File: config.mk
export PLATFORM = sky130hd
export DESIGN_NAME = lemmings_world
export DESIGN_NICKNAME = d
export VERILOG_FILES = /design/src/rtl/lemmings_world_pkg.sv /design/src/rtl/lemmings_world.sv
export SDC_FILE = /design/constraint.sdc
export NUM_CORES = 1
export LEC_CHECK = 0
export CELL_PAD_IN_SITES_DETAIL_PLACEMENT = 1
export CELL_PAD_IN_SITES_GLOBAL_PLACEMENT = 2
export CORE_ASPECT_RATIO = 1.2
export CORE_MARGIN = 5
export CORE_UTILIZATION = 30
export CTS_CLUSTER_DIAMETER = 120
export DETAILED_ROUTE_END_ITERATION = 7
export GPL_ROUTABILITY_DRIVEN = 0
export PLACE_DENSITY = 0.85
export SLEW_MARGIN = 5
export SYNTH_ARGS = -nofsm -noshare
export SYNTH_HDL_FRONTEND = slang
export SYNTH_SLANG_ARGS = --single-unit
export TNS_END_PERCENT = 1
File: constraint.sdc
create_clock -name clk -period 3.5 [get_ports clk]
set_clock_uncertainty 0.05 [all_clocks]
set_input_delay 0.875 -clock clk [delete_from_list [all_inputs] [get_ports clk]]
set_output_delay 0.875 -clock clk [all_outputs]
set_load 0.02 [all_outputs]
File: src/rtl/lemmings_world_pkg.sv
// Shared types for the lemmings track world: walker-world state encoding and depth width.
package lemmings_world_pkg;

  typedef enum logic [1:0] {
    WALK = 2'd0,
    FALL = 2'd1,
    DEAD = 2'd2
  } state_t;

  localparam int DEPTH_W = 5;

endpackage

File: src/rtl/lemmings_world.sv
// 1-D track environment for a lemming walker: walls, holes that fill after a fall, protocol watch.
// Optional splat-on-long-fall behaviour is enabled by defining LEMMINGS_WORLD_SPLAT_EN.
module lemmings_world
  import lemmings_world_pkg::*;
#(
  parameter int N_CELLS     = 16,
  parameter int START_POS   = 2,
  parameter int SPLAT_LIMIT = 20
) (
  input  logic                       clk,
  input  logic                       areset,
  input  logic                       walk_left,
  input  logic                       walk_right,
  input  logic                       aaah,
  input  logic [N_CELLS-1:0]         hole_map,
  input  logic [DEPTH_W-1:0]         depth,
  output logic                       turn_left,
  output logic                       turn_right,
  output logic                       ground,
  output logic [$clog2(N_CELLS)-1:0] pos,
  output logic                       splat,
  output logic                       proto_err
);

  localparam int POS_W = $clog2(N_CELLS);
  localparam logic [POS_W-1:0] LAST_POS = POS_W'(N_CELLS - 1);
  localparam logic [POS_W-1:0] INIT_POS = POS_W'(START_POS);

  // With the macro undefined DEAD is unreachable and splat_reg is constant 0.
`ifdef LEMMINGS_WORLD_SPLAT_EN
  localparam bit SPLAT_EN = 1'b1;
`else
  localparam bit SPLAT_EN = 1'b0;
`endif

  state_t               state_reg,      state_next;
  logic [POS_W-1:0]     pos_reg,        pos_next;
  logic                 ground_reg,     ground_next;
  logic                 turn_left_reg,  turn_left_next;
  logic                 turn_right_reg, turn_right_next;
  logic                 splat_reg,      splat_next;
  logic                 proto_err_reg,  proto_err_next;
  logic [DEPTH_W-1:0]   fall_cnt_reg,   fall_cnt_next;
  logic [DEPTH_W-1:0]   fall_len_reg,   fall_len_next;
  logic [N_CELLS-1:0]   filled_reg,     filled_next;
  logic                 aaah_low_reg,   aaah_low_next;

  logic                 bad_combo;
  logic                 moved;
  logic [DEPTH_W-1:0]   fall_cnt_inc;
  logic                 splat_hit;

  assign bad_combo    = (walk_left & walk_right) | (aaah & (walk_left | walk_right));
  assign fall_cnt_inc = fall_cnt_reg + DEPTH_W'(1);
  assign splat_hit    = SPLAT_EN && (int'(fall_len_reg) >= SPLAT_LIMIT);

  always_ff @(posedge clk or posedge areset) begin
    if (areset) begin
      state_reg      <= WALK;
      pos_reg        <= INIT_POS;
      ground_reg     <= 1'b1;
      turn_left_reg  <= 1'b0;
      turn_right_reg <= 1'b0;
      splat_reg      <= 1'b0;
      proto_err_reg  <= 1'b0;
      fall_cnt_reg   <= '0;
      fall_len_reg   <= '0;
      filled_reg     <= '0;
      aaah_low_reg   <= 1'b0;
    end else begin
      state_reg      <= state_next;
      pos_reg        <= pos_next;
      ground_reg     <= ground_next;
      turn_left_reg  <= turn_left_next;
      turn_right_reg <= turn_right_next;
      splat_reg      <= splat_next;
      proto_err_reg  <= proto_err_next;
      fall_cnt_reg   <= fall_cnt_next;
      fall_len_reg   <= fall_len_next;
      filled_reg     <= filled_next;
      aaah_low_reg   <= aaah_low_next;
    end
  end

  always_comb begin
    state_next      = state_reg;
    pos_next        = pos_reg;
    ground_next     = ground_reg;
    turn_left_next  = 1'b0;
    turn_right_next = 1'b0;
    splat_next      = splat_reg;
    proto_err_next  = proto_err_reg | bad_combo;
    fall_cnt_next   = fall_cnt_reg;
    fall_len_next   = fall_len_reg;
    filled_next     = filled_reg;
    aaah_low_next   = 1'b0;
    moved           = 1'b0;

    case (state_reg)
      WALK: begin
        ground_next = 1'b1;
        if (!bad_combo) begin
          if (walk_right) begin
            if (pos_reg == LAST_POS) begin
              turn_left_next = 1'b1;
            end else begin
              pos_next = pos_reg + POS_W'(1);
              moved    = 1'b1;
            end
          end else if (walk_left) begin
            if (pos_reg == '0) begin
              turn_right_next = 1'b1;
            end else begin
              pos_next = pos_reg - POS_W'(1);
              moved    = 1'b1;
            end
          end
        end
        // Stepping onto an unfilled hole starts the fall on the very next cycle.
        if (moved && hole_map[pos_next] && !filled_reg[pos_next]) begin
          ground_next   = 1'b0;
          state_next    = FALL;
          fall_cnt_next = '0;
          fall_len_next = (depth == '0) ? DEPTH_W'(1) : depth;
        end
      end

      FALL: begin
        ground_next   = 1'b0;
        aaah_low_next = ~aaah;
        if (!aaah && aaah_low_reg) begin
          proto_err_next = 1'b1;
        end
        if (fall_cnt_inc == fall_len_reg) begin
          fall_cnt_next        = '0;
          ground_next          = 1'b1;
          filled_next[pos_reg] = 1'b1;
          if (splat_hit) begin
            state_next = DEAD;
            splat_next = 1'b1;
          end else begin
            state_next = WALK;
          end
        end else begin
          fall_cnt_next = fall_cnt_inc;
        end
      end

      DEAD: begin
        ground_next = 1'b1;
        splat_next  = 1'b1;
      end

      default: begin
        state_next  = WALK;
        ground_next = 1'b1;
      end
    endcase
  end

  assign turn_left  = turn_left_reg;
  assign turn_right = turn_right_reg;
  assign ground     = ground_reg;
  assign pos        = pos_reg;
  assign splat      = splat_reg;
  assign proto_err  = proto_err_reg;

endmodule

==> results.cfg <==
[status]
status = finished clean

[timing]
hold_viol_final = 0
post-route-worst-setup-slack_ns = 0.136
post-route-period-util_pct = 96.1
worstMarginPinSlew_ns = 0.551
setup_viol = 0
drv_slew = 0
max_freq_mhz = 297
relSlewSlack_pct = 63.3
period_minus_slack_ns = 3.36

[clocking]
clockBufferDepth = 2
clk_pin_slew_worst_paths_ns = 0.07
clk_latency_ns = 0.30
numClockSinks = 36
root_buffer = clkbuf_8
postCtsSetupBuffers = 0
cts_tree = done
cts_buffers = 5
htreeDepth = 2

[logic_synthesis]
yosysWarnings = 0
netlist_instances = 248
syn-num-nets = 280
synth-seq-cells = 36
synth_edf_count = 0
synth_top_flop_cell = dfrtp_1
synth_area_per_cell_um2 = 9.45
yosysSeqAreaShare_pct = 38.5
synth.distinct_cells = 63
syn-cell-area_um2 = 2340
async_reset_ff_share_pct = 100

[final_layout]
nFillCells = 891
drive_gt1_share_pct = 18.5
fin_nets = 345
post-route-util_pct = 40.9
final_cell_mix = buf_4 (36), dfrtp_1 (34), clkdlybuf4s50_1 (33), nand2_1 (31), inv_1 (14)
largest_reg_flops = 16
layout.cells.non_filler = 406
layout_commonest_cell = buf_4
areaGrowthSynthToFinish_pct = 33.8
n_antenna_cell = 0
stdcell_area_um2 = 3140

[drt]
drt-wirelength-per-cell_um = 17.5
top_layer = met4
routed-via-count = 2173
drt_wl_total_mm = 7.10
met2WireLength_mm = 3.71
m1WireLength_mm = 3.01
drtAntennaViolNets = 0
wl_met3_um = 198
dr.pass1.iters = 6
drtIter0Drc = 90
via_per_inst = 5.35
route.detailed.drc = 0

[die]
start_util_pct = 30.6
num_io_pins = 35
core-area_um2 = 7660
die_y_um = 107
dieArea_um2 = 9690
die_w_um = 90.7
rows = 35

[power]
power_mw = 2.24
peakVddDrop_mv = 0.473
seqPwrFrac_pct = 27.4
pwr-share-comb_pct = 55.8
power_density_nw_per_um2 = 715
pwr-share-clk_pct = 16.8
leakagePower_nw = 1.45
internal-power_mw = 1.30
p_sw_share_pct = 42.0
p_sw_mw = 0.941

[placed_design]
placed_area_um2 = 3000
port_buffers = 33
pre_cts_slack_ns = -0.201
post-dp-hpwl_mm = 5.54
dp_cells = 398

[global_routing]
grt_pass1_wl_mm = 11.8
grt_overflow_total = 0
grt_max_degree = 37
antenna_found_initial = 0
grt.total_usage_pct = 14.9
grt_pass1_vias = 2381

[worst_hold_path]
min_path_type = register to register

[worst_setup_path]
cp_data_arrival_time_ns = 3.47
reg2reg_setup_slack_ns = 0.30
cp-end-kind = register
path_max_fanout = 7
worstSetupStartpointType = primary input
critical_path_class = primary input to register
crit_required_ns = 3.60

[run]
maxCapViolations = 0
power by group through the flow:
stage          registers [mW]  clock network (mW)  logic [mW]
6_report                0.615               0.377        1.25
5_1_grt                 0.630               0.400        1.37
4_1_cts                 0.617               0.383        1.23
3_5_place_dp            0.624                   0        1.22
3_3_place_gp            0.617                   0        1.20
2_1_floorplan           0.641                   0       0.735
Yosys cell counts (6+ instances only):
master	count	area (µm²)
nand2_1	31	116
clkbuf_1	6	22.5
nor2_1	13	48.8
nand3_1	7	35.0
dfrtp_1	34	851
a21oi_1	8	40.0
a21o_1	13	97.6
inv_1	14	52.6
xnor2_1	7	61.3
mux2i_1	7	70.1
ha_1	6	75.1
nor2b_1	7	43.8
repair_timing:
item | in CTS | in global routing
setup endpoints to repair | 0 | 12
hold buffers | 0 | 0
endpoints found under the hold margin | 0 | 0
resized for setup | 0 | 4
metrics by stage:
stage | setup TNS, ns | hold slack [ns]
CTS | 0 | 0.402
floorplan | 0 | 0.364
detailed placement | -2.05 | 0.383
finish | 0 | 0.399
global route | -0.00153 | 0.407
global placement | -2.23 | 0.375
worst paths after layout:
kind	from	endpoint	cells after the start
worst max-delay path	walk_left	fall_cnt_reg[4]	10
worst min-delay path	filled_reg[4]	filled_reg[4]	2
worst max register to register	pos[1]	fall_len_reg[4]	11
worst min register to register	filled_reg[4]	filled_reg[4]	2
max in group asynchronous	areset	pos[1]	3
min in group asynchronous	areset	filled_reg[0]	3
routing by layer:
layer / vias to the layer above / track usage, %
li1: 1036 / -
met1: 1081 / 17.8
met2: 40 / 27.2
met3: 16 / 1.75
met4: 0 / 5.32
met5: - / 0
layout make-up:
| type | count | area [µm²] | area share (%) |
|---|---|---|---|
| clock buffers | 6 | 72.6 | 2.31 |
| multi-input cells | 187 | 1360 | 43.3 |
| flip-flops and latches | 36 | 903 | 28.8 |
| clock inverters | 2 | 35.0 | 1.12 |
| inverters | 14 | 52.6 | 1.68 |
| repair buffers | 69 | 601 | 19.1 |
| well taps | 92 | 115 | 3.67 |
critical path: stages:
cell and delay, ns:
clkdlybuf4s50_1 0.54, or4b_1 0.56, o211ai_1 0.28, o211a_1 0.26
a21oi_1 0.08, buf_4 0.15, a2111o_1 0.33, a41oi_2 0.15
buf_4 0.18, o32ai_2 0.07
kinds of logic (layout without fill, tap and decap cells):
kind of cell,after synthesis,count (layout),synth area share (%)
DFF,36,36,38.5
muxes,8,8,3.47
adders and majority gates,6,6,3.20
AOI/OAI and AO/OA,75,75,26.3
xor gates and xnor gates,12,12,5.39
buffers and inverters,25,91,4.80
and+or+nand+nor,85,85,18.2
other,1,1,0.160
No activity file was read; power rests on OpenSTA's default activity.
